**src/rtl/mem_access_unit_pkg.sv**
```systemverilog
// Shared definitions for the load/store unit: MEM_LEN codes, FSM encodings, alignment check.
// MEM_UNALIGNED_EN enables LWL/LWR/SWL/SWR; when undefined, WL/WR behave as W.
package mem_access_unit_pkg;

  localparam int MEM_LEN_W = 3;

  localparam logic [MEM_LEN_W-1:0] MEM_LEN_B  = 3'd0;
  localparam logic [MEM_LEN_W-1:0] MEM_LEN_H  = 3'd1;
  localparam logic [MEM_LEN_W-1:0] MEM_LEN_W4 = 3'd2;
  localparam logic [MEM_LEN_W-1:0] MEM_LEN_WL = 3'd3;
  localparam logic [MEM_LEN_W-1:0] MEM_LEN_WR = 3'd4;

  localparam logic [1:0] ST_IDLE = 2'd0;
  localparam logic [1:0] ST_BUS  = 2'd1;
  localparam logic [1:0] ST_RESP = 2'd2;

  function automatic logic addr_misaligned(input logic [MEM_LEN_W-1:0] len, input logic [1:0] o);
    logic bad;
    bad = 1'b0;
    case (len)
      MEM_LEN_H:  bad = o[0];
      MEM_LEN_W4: bad = (o != 2'b00);
`ifndef MEM_UNALIGNED_EN
      MEM_LEN_WL, MEM_LEN_WR: bad = (o != 2'b00);
`endif
      default:    bad = 1'b0;
    endcase
    return bad;
  endfunction

endpackage

```
**src/rtl/mem_access_unit_lane_format.sv**
```systemverilog
// Combinational lane logic: byte enables / store data shifting and load result formatting.
// MEM_UNALIGNED_EN compiles in the WL/WR merge paths; otherwise WL/WR fall through to W.
module mem_lane_format
  import mem_access_unit_pkg::*;
(
  input  logic [MEM_LEN_W-1:0] len,
  input  logic [1:0]           o,
  input  logic [31:0]          wdata,
  input  logic                 sign_ext,
  input  logic [31:0]          word,
  input  logic [31:0]          rtold,
  output logic [3:0]           be,
  output logic [31:0]          bus_wdata,
  output logic [31:0]          rdata
);

  logic [4:0]  sh;
  logic [31:0] word_sh;
  logic [7:0]  byte_v;
  logic [15:0] half_v;

  assign sh      = {o, 3'b000};
  assign word_sh = word >> sh;
  assign byte_v  = word_sh[7:0];
  assign half_v  = o[1] ? word[31:16] : word[15:0];

`ifdef MEM_UNALIGNED_EN
  // 8*(3-o): for a 2-bit offset, 3-o is simply ~o.
  logic [4:0] shl;
  assign shl = {~o, 3'b000};
`else
  logic unused_rtold;
  assign unused_rtold = ^rtold;
`endif

  always_comb begin
    be        = 4'b1111;
    bus_wdata = wdata;
    rdata     = word;
    case (len)
      MEM_LEN_B: begin
        be        = 4'b0001 << o;
        bus_wdata = {4{wdata[7:0]}};
        rdata     = {{24{sign_ext & byte_v[7]}}, byte_v};
      end
      MEM_LEN_H: begin
        be        = o[1] ? 4'b1100 : 4'b0011;
        bus_wdata = {2{wdata[15:0]}};
        rdata     = {{16{sign_ext & half_v[15]}}, half_v};
      end
`ifdef MEM_UNALIGNED_EN
      MEM_LEN_WL: begin
        be        = 4'b1111 >> ~o;
        bus_wdata = wdata >> shl;
        rdata     = (word << shl) | (rtold & ~(32'hFFFF_FFFF << shl));
      end
      MEM_LEN_WR: begin
        be        = 4'b1111 << o;
        bus_wdata = wdata << sh;
        rdata     = (word >> sh) | (rtold & ~(32'hFFFF_FFFF >> sh));
      end
`endif
      default: begin
        be        = 4'b1111;
        bus_wdata = wdata;
        rdata     = word;
      end
    endcase
  end

endmodule

```
**src/rtl/mem_access_unit.sv**
```systemverilog
// Load/store stage: one request/ack data-bus transaction per request, with address-error
// detection and optional bus timeout. MEM_UNALIGNED_EN enables LWL/LWR/SWL/SWR.
module mem_access_unit
  import mem_access_unit_pkg::*;
#(
  parameter int BUS_TIMEOUT = 0
) (
  input  logic                 clk,
  input  logic                 rst,
  input  logic                 req_valid,
  output logic                 req_ready,
  input  logic                 req_read,
  input  logic                 req_write,
  input  logic [MEM_LEN_W-1:0] req_len,
  input  logic                 req_signed,
  input  logic [31:0]          req_addr,
  input  logic [31:0]          req_wdata,
  input  logic [31:0]          req_rtold,
  output logic                 resp_valid,
  output logic [31:0]          resp_rdata,
  output logic                 resp_adel,
  output logic                 resp_ades,
  output logic                 resp_buserr,
  output logic [31:0]          resp_badvaddr,
  output logic                 bus_req,
  output logic                 bus_we,
  output logic [31:0]          bus_addr,
  output logic [3:0]           bus_be,
  output logic [31:0]          bus_wdata,
  input  logic                 bus_ack,
  input  logic [31:0]          bus_rdata
);

  localparam logic [31:0] TMO_LAST = 32'((BUS_TIMEOUT > 0) ? BUS_TIMEOUT - 1 : 0);

  logic [1:0]           state_q, state_d;
  logic [MEM_LEN_W-1:0] len_q, len_d;
  logic                 sgn_q, sgn_d, rd_q, rd_d, we_q, we_d;
  logic [31:0]          addr_q, addr_d, wdata_q, wdata_d, rtold_q, rtold_d, word_q, word_d;
  logic                 adel_q, adel_d, ades_q, ades_d, buserr_q, buserr_d;
  logic [31:0]          cnt_q, cnt_d;
  logic                 bus_req_q, bus_req_d;
  logic                 resp_valid_q, resp_valid_d;
  logic [31:0]          resp_rdata_q, resp_rdata_d, resp_badvaddr_q, resp_badvaddr_d;
  logic                 resp_adel_q, resp_adel_d, resp_ades_q, resp_ades_d;
  logic                 resp_buserr_q, resp_buserr_d;

  logic [3:0]  fmt_be;
  logic [31:0] fmt_wdata, fmt_rdata;

  mem_lane_format u_fmt (
    .len       (len_q),
    .o         (addr_q[1:0]),
    .wdata     (wdata_q),
    .sign_ext  (sgn_q),
    .word      (word_q),
    .rtold     (rtold_q),
    .be        (fmt_be),
    .bus_wdata (fmt_wdata),
    .rdata     (fmt_rdata)
  );

  // The response registers fill during RESP, so the pulse lands the cycle after; hold off
  // new requests until that pulse has been seen.
  assign req_ready     = (state_q == ST_IDLE) && !resp_valid_q;
  assign resp_valid    = resp_valid_q;
  assign resp_rdata    = resp_rdata_q;
  assign resp_adel     = resp_adel_q;
  assign resp_ades     = resp_ades_q;
  assign resp_buserr   = resp_buserr_q;
  assign resp_badvaddr = resp_badvaddr_q;
  assign bus_req       = bus_req_q;
  assign bus_we        = bus_req_q & we_q;
  assign bus_addr      = bus_req_q ? {addr_q[31:2], 2'b00} : 32'd0;
  assign bus_be        = bus_req_q ? fmt_be : 4'd0;
  assign bus_wdata     = (bus_req_q & we_q) ? fmt_wdata : 32'd0;

  always_comb begin
    state_d         = state_q;
    len_d           = len_q;
    sgn_d           = sgn_q;
    rd_d            = rd_q;
    we_d            = we_q;
    addr_d          = addr_q;
    wdata_d         = wdata_q;
    rtold_d         = rtold_q;
    word_d          = word_q;
    adel_d          = adel_q;
    ades_d          = ades_q;
    buserr_d        = buserr_q;
    cnt_d           = cnt_q;
    bus_req_d       = bus_req_q;
    resp_valid_d    = 1'b0;
    resp_rdata_d    = resp_rdata_q;
    resp_adel_d     = resp_adel_q;
    resp_ades_d     = resp_ades_q;
    resp_buserr_d   = resp_buserr_q;
    resp_badvaddr_d = resp_badvaddr_q;
    case (state_q)
      ST_IDLE: begin
        if (req_valid && req_ready) begin
          len_d    = req_len;
          sgn_d    = req_signed;
          rd_d     = req_read;
          we_d     = req_write & ~req_read;
          addr_d   = req_addr;
          wdata_d  = req_wdata;
          rtold_d  = req_rtold;
          word_d   = 32'd0;
          adel_d   = 1'b0;
          ades_d   = 1'b0;
          buserr_d = 1'b0;
          cnt_d    = 32'd0;
          if (!req_read && !req_write) begin
            state_d = ST_RESP;
          end else if (addr_misaligned(req_len, req_addr[1:0])) begin
            adel_d  = req_read;
            ades_d  = ~req_read;
            state_d = ST_RESP;
          end else begin
            bus_req_d = 1'b1;
            state_d   = ST_BUS;
          end
        end
      end
      ST_BUS: begin
        if (bus_ack) begin
          word_d    = bus_rdata;
          bus_req_d = 1'b0;
          state_d   = ST_RESP;
        end else if (BUS_TIMEOUT > 0 && cnt_q == TMO_LAST) begin
          buserr_d  = 1'b1;
          bus_req_d = 1'b0;
          state_d   = ST_RESP;
        end else begin
          cnt_d = cnt_q + 32'd1;
        end
      end
      ST_RESP: begin
        resp_valid_d    = 1'b1;
        resp_rdata_d    = (rd_q && !adel_q && !buserr_q) ? fmt_rdata : 32'd0;
        resp_adel_d     = adel_q;
        resp_ades_d     = ades_q;
        resp_buserr_d   = buserr_q;
        resp_badvaddr_d = (adel_q || ades_q || buserr_q) ? addr_q : 32'd0;
        state_d         = ST_IDLE;
      end
      default: state_d = ST_IDLE;
    endcase
  end

  always_ff @(posedge clk) begin
    if (rst) begin
      state_q         <= ST_IDLE;
      len_q           <= '0;
      sgn_q           <= 1'b0;
      rd_q            <= 1'b0;
      we_q            <= 1'b0;
      addr_q          <= '0;
      wdata_q         <= '0;
      rtold_q         <= '0;
      word_q          <= '0;
      adel_q          <= 1'b0;
      ades_q          <= 1'b0;
      buserr_q        <= 1'b0;
      cnt_q           <= '0;
      bus_req_q       <= 1'b0;
      resp_valid_q    <= 1'b0;
      resp_rdata_q    <= '0;
      resp_adel_q     <= 1'b0;
      resp_ades_q     <= 1'b0;
      resp_buserr_q   <= 1'b0;
      resp_badvaddr_q <= '0;
    end else begin
      state_q         <= state_d;
      len_q           <= len_d;
      sgn_q           <= sgn_d;
      rd_q            <= rd_d;
      we_q            <= we_d;
      addr_q          <= addr_d;
      wdata_q         <= wdata_d;
      rtold_q         <= rtold_d;
      word_q          <= word_d;
      adel_q          <= adel_d;
      ades_q          <= ades_d;
      buserr_q        <= buserr_d;
      cnt_q           <= cnt_d;
      bus_req_q       <= bus_req_d;
      resp_valid_q    <= resp_valid_d;
      resp_rdata_q    <= resp_rdata_d;
      resp_adel_q     <= resp_adel_d;
      resp_ades_q     <= resp_ades_d;
      resp_buserr_q   <= resp_buserr_d;
      resp_badvaddr_q <= resp_badvaddr_d;
    end
  end

endmodule
```
**config.mk**
```make
export PLATFORM = sky130hd
export DESIGN_NAME = mem_access_unit
export DESIGN_NICKNAME = d
export VERILOG_FILES = /design/src/rtl/mem_access_unit_pkg.sv /design/src/rtl/mem_access_unit_lane_format.sv /design/src/rtl/mem_access_unit.sv
export SDC_FILE = /design/constraint.sdc
export NUM_CORES = 1
export LEC_CHECK = 0
export CAP_MARGIN = 0
export CORE_UTILIZATION = 44
export DETAILED_ROUTE_END_ITERATION = 10
export PLACE_DENSITY = 0.8
export SLEW_MARGIN = 20
export SYNTH_ARGS = -nofsm -noshare
export SYNTH_HDL_FRONTEND = slang
export SYNTH_SLANG_ARGS = --single-unit
```
**constraint.sdc**
```tcl
create_clock -name clk -period 2.3 [get_ports clk]
set_input_delay 0.345 -clock clk [delete_from_list [all_inputs] [get_ports clk]]
set_output_delay 0.345 -clock clk [all_outputs]
set_load 0.005 [all_outputs]
```
Word level (Yosys, flattened, before mapping):

Index checks and enable logic that the tools add are counted.

* equal/unequal tests: 11
* shift-type cells: 2
* multiplexer cells: 32
* bitwise operators: 5
* reductions and logical operators: 18

Operator list (count)
* $mux W32: 6
* $pmux W32 S2: 3
* $shr A32 B5 Y8: 1
* $mux W16: 1
* $mux W1: 12
* $mux W2: 4
* $mux W4: 2
* $pmux W4 S2: 1
* $eq A3 B1 Y1 const B: 2
* $eq A3 B2 Y1 const B: 2
* $ne A2 B2 Y1 const B: 3
* $reduce_and A5 Y1: 1
* $and A1 B1 Y1: 4
* $logic_and A1 B1 Y1: 4
* $logic_not A1 Y1: 4
* $pmux W1 S2: 2
* $pmux W2 S2: 1
* $reduce_and A2 Y1: 2
* $reduce_bool A2 Y1: 2
* $shl A1 B2 Y4 const A: 1
* $eq A3 B3 Y1 const B: 1
* $logic_not A3 Y1: 1
* $reduce_and A3 Y1: 1
* $reduce_or A3 Y1: 1
* other kinds (6): 6

* flip-flop bits (word level): 174
* output and inout port bits: 139

Logic depth before layout (Yosys ltp):

* depth after elaboration: 10
* mapped depth: 7

Cells and area by module:

From an unflattened synthesis, not the netlist that was laid out.

* cells, all modules: 1101
* area total of the unflattened synthesis: 8911.0 um^2

By module, submodules not included
* mem_access_unit: instances 1, cells an instance 894, area an instance 7541.0 um^2, seq. area each 4124.0 um^2
* mem_lane_format: instances 1, cells an instance 207, area an instance 1370.1 um^2, seq. area each 0.0 um^2

Worst setup path before layout:

OpenSTA, ideal clock, no wires.

* path kind: register to output
* start point: register len_q[2]
* end point: output bus_wdata[16]
* arrival time: 1.284 ns
* slack: 0.671 ns
* stages on the path, launching flop included: 6
* buffers on the path: 2
* cells stage by stage: dfxtp_1 > or2_2 > clkbuf_1 > clkbuf_1 > nand2_1 > a21oi_1

* word-level cells in the longest chain between the ends: 3

Ends and longest elaborated chain
* start: declaration: line mem_access_unit.sv:37 `logic [MEM_LEN_W-1:0] len_q, len_d;`
* start signal: assignment: line mem_access_unit.sv:176 `len_q <= len_d;`
* $eq A3 B1 Y1 or $logic_not A3 Y1 (tied branches): line mem_access_unit_lane_format.sv:40 `case (len)`
* $pmux W32 S2 (*): line mem_access_unit_lane_format.sv:40
* $mux W32 (*): line mem_access_unit.sv:76 `assign bus_wdata = (bus_req_q & we_q) ? fmt_wdata : 32'd0;`
* end: declaration: line mem_access_unit.sv:29 `output logic [31:0] bus_wdata,`

Every way passes the cells marked *; elsewhere a longest branch is shown, timed or not.

Worst setup path in the final report:

* start point: register len_q[2]
* end point: output bus_be[2]

* word-level cells in the longest chain between the ends: 3

Ends and longest elaborated chain
* $eq A3 B1 Y1 or $logic_not A3 Y1 (tied branches): line mem_access_unit_lane_format.sv:40
* $pmux W4 S2 (*): line mem_access_unit_lane_format.sv:40
* $mux W4 (*): line mem_access_unit.sv:75 `assign bus_be = bus_req_q ? fmt_be : 4'd0;`
* end: declaration: line mem_access_unit.sv:28 `output logic [3:0] bus_be,`

Marked as above.

==> flow_metrics.tcl <==
set metrics [dict create \
    post-route-period-util_pct 96.2 \
    tightest_slew_ns 0.719 \
    synth-seq-cells 174 \
    worstReg2RegEnd "resp_rdata[20]$_SDFFE_PP0P_" \
    hold_viol 0 \
    cts_tree "yes" \
    cp.depth 5 \
    setup_slack_ns 0.0883 \
    layout-drive-gt1-share_pct 8.90 \
    design_area_mm2 0.0106 \
    yosys.area_share.adder_pct 0 \
    gr-usage-all-layers_pct 26.1 \
    cts_inserted_buffers 17 \
    yosys.area_share.simple_pct 21.7 \
    ant_nets 0 \
    antenna_found_initial 1 \
    synth_top_family_by_area "compound AO/OA/AOI/OAI gates" \
    ys_warn_count 0 \
    clock-sinks 174 \
    max_freq_mhz 452 \
    critical_path_class "reg2out" \
    finalWirelength_um 22300 \
    grt_use_met1_pct 32.1 \
    initial_core_util_pct 45.1 \
    power-per-cell-area_mw_per_mm2 697 \
    cp-startpoint "len_q[2]$_SDFFE_PP0P_" \
    holdBufCountCts 0 \
    finalPower_mw 7.41 \
    ys_seq_area_share_pct 48.4 \
    h-tree-depth 4 \
    cp.arrival_ns 1.87 \
    slew_headroom_pct 51.9 \
    rsz0062_at_grt "false" \
    period_needed_ns 2.21 \
    drc 0 \
    path_cells "or2_4 -> buf_12 -> a21oi_1 -> nor2_1 -> clkdlybuf4s50_1" \
    slew_viol_final 0 \
    start_kind "flop" \
    seqCellArea_mm2 0.00350 \
    crit_required_ns 1.96 \
    grt_pass1_wl_um 34100 \
    crit_path_max_incr_delay_ns 0.48 \
    crit_slowest_cell "clkdlybuf4s50_1" \
    setup_viol 0 \
    dpl_worst_slack_ns 0.141 \
    dp_cells 1268 \
    multi_input_area_mm2 0.00342 \
    dpl.hpwl_um 14800 \
    numPortBuffers 241 \
    reg2reg_from "len_q[1]$_SDFFE_PP0P_" \
    nets 1215 \
    clk_pin_slew_ns 0.07 \
    grt_overflow 0 \
    busiest_layer "met2" \
    grt_use_met3_pct 7.09 \
    end_kind "output pin" \
    io_pins 277 \
    finClkSkew_ns 0.00721 \
    min_from "rst" \
    first_iter_violations 480 \
    grt_pass1_vias 6604 \
    max_cap_violations 0 \
    coreArea_mm2 0.0159 \
    via_per_inst 5.43 \
    dieWidth_um 130 \
    reg2reg_depth 6 \
    synthMuxAreaShare_pct 2.66 \
    clockRootBuffer "clkbuf_16" \
    place_congestion 0.859 \
    reg2reg_setup_slack_ns 0.42 \
    grt_max_degree 73 \
    fp.dieArea_mm2 0.0169 \
    num_rows 46 \
    ys_types 44 \
    clk_path_buf_depth 2 \
    die_h_um 130 \
    dr.pass1.iters 5 \
    drt-wirelength-per-cell_um 17.1 \
    synthXorXnorAreaFrac_pct 0 \
    worstPathMaxFanout 20 \
    max-vdd-ir-drop_mv 0.553 \
    syn_avg_cell_area_um2 8.42 \
    outcome "completed" \
    crit_path_end "bus_be[2]" \
    fin_tns_setup_ns 0 \
    grt.met2_usage_pct 43.0 \
    vias 7094 \
    fill_cells 1325 \
    hold_path_class "in2reg" \
    crit_family "buffers and inverters" \
    synth_area_mm2 0.00720 \
    area_growth_pct 47.7 \
    clk_latency_ns 0.42 \
    post_dp_cell_area_mm2 0.00982 \
    p_leak_nw 4.09 \
    stdcell_count 1307 \
    crit_buf_inv 2 \
    synth-compound-area-share_pct 22.2 \
    syn-instance-count 855 \
]
[routing by layer]
| layer | vias to the layer above | routed length [um] |
|---|---|---|
| met5 | - | 0 |
| met4 | 0 | 615 |
| met3 | 47 | 1660 |
| met2 | 293 | 10800 |
| met1 | 3332 | 9320 |
| li1 | 3422 | - |
[cell usage in the layout, fill, tap and decap left out, drive strengths merged, types with 19 or more instances in the layout]
cell           count
a211oi            20
nor2              56
nand2            202
and2              32
a22oi             34
dfxtp            174
a22o              32
clkbuf            19
buf               37
a21oi            110
clkdlybuf4s50    218
[final cells by class]
type | instances | area share, %
Multi-Input combinational cell | 602 | 32.2
Timing Repair Buffer | 278 | 26.2
Sequential cell | 174 | 32.9
Inverter | 4 | 0.141
Antenna cell | 1 | 0.0235
Clock inverter | 14 | 1.94
Tap cell | 216 | 2.54
Clock buffer | 18 | 4.04
[power by group]
group	leakage, nW	total, mW	internal [mW]	switching (mW)
clock network	0.305	3.12	1.85	1.27
logic	2.36	1.05	0.487	0.564
registers	1.42	3.24	3.13	0.106
[timing repair]
item                                    CTS  global route
pin swaps                                 1             1
endpoints found under the setup margin   28            16
endpoints found under the hold margin     0             0
cloned                                    0             1
buffers inserted                          3             2
resized for setup                        27            21
[through the flow]
stage                     util, %  hold slack (ns)
after global placement       61.6            0.440
after global routing         66.7            0.186
after detailed placement     61.6            0.446
after CTS                    66.0            0.175
final                        66.7            0.194
after floorplan                 -            0.432
[sequential cells by signal, summed over array words and instances (netlist names), 2 cells and up]
signal	count
resp_rdata	32
addr_q	32
word_q	32
wdata_q	32
state_q	2
len_q	3
resp_badvaddr	32
[kinds of logic after synthesis]
kind of cell | after synthesis
AO/OA/AOI/OAI | 240
buffers and inverters | 81
flip-flops | 174
multiplexers | 19
other | 1
AND/OR/NAND/NOR | 340
[Yosys cell counts, drive strengths merged]
cell type	n	share of area [%]
nand2	202	11
dfxtp	174	48
a21oi	110	7.6
nor2	56	3.0
clkbuf	48	2.5
a22oi	34	3.5
a22o	32	3.9
and2	32	2.8
buf	29	2.3
a211oi	20	2.3
mux2i	18	2.5
a221o	16	2.2
o21ai	16	1.1
and3	8	0.70
nor2b	8	0.70
o221ai	8	1.1
nor4b	7	0.85
nor4bb	7	0.97
inv	4	0.21
nor3	4	0.42
nand2b	3	0.26
nand3	3	0.21
nand3b	2	0.21
nand4b	2	0.33
or3	2	0.17
or3b	2	0.24
a311oi	1	0.12
and4bb	1	0.17
conb	1	0.052
mux2	1	0.16
o211ai	1	0.10
o21a	1	0.10
o31ai	1	0.10
or2	1	0.087
[worst min-delay path by stage]
| stage | endpoint | slack [ns] | cells past startpoint |
|---|---|---|---|
| after floorplan | rd_q$_SDFFE_PP0P_ | 0.43 | 2 |
| after global placement | resp_rdata[10]$_SDFFE_PP0P_ | 0.44 | 2 |
| after detailed placement | resp_rdata[13]$_SDFFE_PP0P_ | 0.45 | 2 |
| after CTS | addr_q[0]$_SDFFE_PP0P_ | 0.17 | 2 |
| after global routing | addr_q[0]$_SDFFE_PP0P_ | 0.19 | 2 |
| final | addr_q[0]$_SDFFE_PP0P_ | 0.19 | 2 |
Power figures use the tool's default switching activity.
==> patch 1 (config.mk and constraints unchanged) <==
The option `MEM_UNALIGNED_EN` is turned on by a define.
--- a/src/rtl/mem_access_unit_pkg.sv
+++ b/src/rtl/mem_access_unit_pkg.sv
@@ -2,2 +2,4 @@
 // MEM_UNALIGNED_EN enables LWL/LWR/SWL/SWR; when undefined, WL/WR behave as W.
+`define MEM_UNALIGNED_EN
+
 package mem_access_unit_pkg;
Behaviour: not the same (a bounded check fails within 4 cycles, from zero or initial values and one cycle with rst high).
==> patch 1 against the original RTL <==
The run now ends with negative setup slack left. Worst setup slack lost 380 ps. Sequential cell count grew 32. Cell count up 50%. Non-clock buffer count increased by 161. First-iteration DRC count grew to 2.9 times the old value. Sequential share of layout area fell by 7.3 points. Clock skew grew 27 ps. Synthesized area increased by 50%. Routed wire length grew 92%. Power is 33% higher. Sequential power up 21%. Design area grew 52%.
==> patch 1: results (changes against the original RTL) <==
setup_path:
  cp_data_arrival_time_ps: 2250  # +380 ps
  r2r-start: "addr_q[0]"
  crit_family: "compound AO/OA/AOI/OAI gates"
  setup.worst_path.start: "len_q[0]"
global_route:
  antenna_found_initial: 0  # -1
  grt_max_degree: 110  # +51%
  track_usage: 0.3220  # +0.06058
power:
  vdd_ir_drop_max_mv: 0.4490  # -19%
synthesis:
  synth-seq-area-share: 0.3818  # -0.1022
  yosys-top-cells-count: "255 x nand2_1, 206 x dfxtp_1, 166 x a21oi_1"
layout:
  layout.nets: 1766  # +45%
  insertedDiodeCount: 0  # -1
  fin_util: 0.6797  # +0.01288
routing:
  met1_length_um: 16020  # +72%
  routedWlPerCell_um: 21.90  # +28%
placement:
  gp_congestion: 0.9590  # +12%
  placed_area_um2: 14270  # +45%
  dp_cells: 1857  # +46%
cts:
  postCtsSetupBuffers: 47  # +44
  cts_buffer_depth: 3  # +1
timing:
  setup_viol: 35  # +35
  finalSetupTns_ps: -4411  # -4411 ps
  fin_ws_ps: -296.7  # -384.9 ps
run_status:
  violations: "negative setup slack"
  status: "finished, violations left"
## patch 1: cell count changes in the layout (fill, tap and decap cells not counted), sizes merged, moves of 15 or more
cell           delta
mux4             +15
nand2            +53
mux2i            +38
clkdlybuf4s50    +18
nor2             +16
dfxtp            +32
buf             +158
a22oi            +19
a21oi            +59
a221o            -16
mux2             +24
a311oi           +20
clkbuf           +17
## patch 1: logic make-up (layout without fill, tap and decap cells)
| logic type | Yosys count | in the layout | share of synthesized area |
|---|---|---|---|
| multiplexers | 96 | 96 | 0.1096 |
| other | 1 | 3 | 0.0003472 |
| AND/OR/NAND/NOR | 402 | 402 | 0.1623 |
| flip-flops | 206 | 206 | 0.3818 |
| AO/OA/AOI/OAI | 441 | 441 | 0.2851 |
| XOR/XNOR | 1 | 1 | 0.0008111 |
| buffers and inverters | 136 | 494 | 0.06001 |
## patch 1: worst register-to-register path, cell delays in order, from the launching register on
cell and delay (ps):
dfxtp_4 380, buf_6 130, buf_4 160, buf_16 130, buf_4 130, nor3_1 410
a22o_1 300, nand2_1 260, a311oi_1 320
## patch 1: metal layers
| layer | vias up | track usage |
|---|---|---|
| met3 | 216 | 0.08438 |
| met4 | 0 | 0.1612 |
| met5 | - | 0 |
| met1 | 5681 | 0.4016 |
| li1 | 5380 | - |
| met2 | 842 | 0.5125 |
## patch 1: final cells by class
class                      instances  area share
tap                              319     0.02472
inverter                          15    0.004262
multi-input combinational        943      0.4082
clock buffer                      30     0.03976
clock inverter                    10    0.008292
sequential                       206      0.2564
timing repair buffer             439      0.2584
## patch 1: report_power, final
part	total [µW]	internal, µW	switching, µW
Combinational	2140	1030	1110
Sequential	3930	3730	199
Clock	3820	2300	1520
==> patch 2 (same flow settings) <==
Without the edit above. Take the reset off `wdata_q` and load it in a clocked block of its own.
--- a/src/rtl/mem_access_unit.sv
+++ b/src/rtl/mem_access_unit.sv
@@ -159,3 +159,2 @@
       addr_q          <= '0;
-      wdata_q         <= '0;
       rtold_q         <= '0;
@@ -180,3 +179,2 @@
       addr_q          <= addr_d;
-      wdata_q         <= wdata_d;
       rtold_q         <= rtold_d;
@@ -197,2 +195,6 @@
 
+  always_ff @(posedge clk) begin
+    wdata_q <= wdata_d;
+  end
+
 endmodule
Check against the original RTL: same outputs for any inputs over 4 cycles, from zero or initial values and one cycle with rst high; that may be too few to reach the edited logic, so the function may still have changed.
==> patch 2 against the original RTL <==
Critical path depth is 2 higher. Worst setup slack got worse by 50 ps. Non-clock buffer count down 4. Power shrank 3.0%. Worst hold slack improved by 140 ps. Design area is 1.9% lower. Register-to-register slack better by 100 ps. Routed wire length is 8.8% lower. Sequential cell count stayed put. Synthesized area shrank 3.0%. First-iteration DRC count decreased by 15%. Global-route usage is 1.3 points lower. Cell count down 6.4%. Largest cell class unchanged. Largest power group unchanged. Highest routed layer unchanged.
==> patch 2: results (changes against the original RTL) <==
global_route:
  grt_max_degree: 37  # -49%
  use_met2: 0.4086  # -0.02144
  track_usage: 0.2483  # -0.01312
  use_met1: 0.3005  # -0.02067
  antenna_found_initial: 0  # -1
  grt_pass1_vias: 6030  # -8.7%
  met3_usage: 0.07179  # +0.0008556
  grt_pass1_wl_um: 31310  # -8.1%
routing:
  drt_wl_total_um: 20380  # -8.8%
  drt_iter0_drc: 408  # -15%
  met1_length_um: 8411  # -9.7%
  routed-wl-met3_um: 1388  # -16%
  drtPass1Iterations: 7  # +2
  vias: 6459  # -9.0%
  route.met2.wl_um: 9970  # -7.3%
synthesis:
  synth_compound_gate_area_share: 0.1922  # -0.02961
  syn_inst: 765  # -11%
  synth_edf_count: 32  # +32
  synth.area.mux_share: 0.03386  # +0.007259
  ys_types: 40  # -9.1%
power:
  pwr-share-clk: 0.407  # -0.014
  pg_comb_uw: 937  # -11%
  vdd_ir_drop_max_mv: 0.5736  # +3.7%
  swShare: 0.2481  # -0.01417
  power.leakage_uw: 0.004058  # -0.66%
run_status:
  status: "complete, no violations"
placement:
  placed_area_um2: 9663  # -1.6%
  dpl.hpwl_um: 13700  # -7.2%
  dp_slack_ps: 327.7  # +186.5 ps
cts:
  postCtsSetupBuffers: 3  # unchanged
  ctsResizeCount: 14  # -48%
setup_path:
  cp_data_arrival_time_ps: 1920  # +50 ps
  worst_path_max_delay_cell: "dfxtp_2"
  max_stage_delay_ps: 340  # -140 ps
  worstPathMaxFanout: 5  # -75%
layout:
  layout.nets: 1137  # -6.4%
  drive_gt1_frac: 0.1047  # +0.01575
  insertedDiodeCount: 0  # -1
timing:
  worst_clock_skew_ps: 7.074  # -0.1346 ps
patch 2: cell types whose count changed after synthesis, sizes merged, moves of 9 or more:
cell and delta:
nor2 +14, o21ai +41, a211oi -9, a221o -16, dfxtp -32, mux2 +12, nand2 -53, edfxtp +32
mux2i -9, a21oi -44, buf -11
patch 2: final cells by class:
type,count,area [µm²]
clock inverter,12,133.9
multi-input combinational,526,2927
timing repair buffer,274,2798
clock buffer,20,467.9
inverter,6,22.52
tap,211,264.0
sequential,174,3812
fill,1182,4946
patch 2: final timing paths:
check	startpoint	endpoint	slack, ps	cells after the start
max	len_q[2]	bus_wdata[15]	40	7
min	rst	resp_badvaddr[1]	330	2
min reg2reg	resp_rdata[8]	resp_rdata[8]	440	2
max reg2reg	addr_q[1]	resp_rdata[20]	520	4
patch 2: worst reg2reg max path, cell delays in order (launching register included):
cell	delay, ps
dfxtp_2	480
mux2_2	380
a21oi_1	170
a21bo_2	460
o21ai_0	170
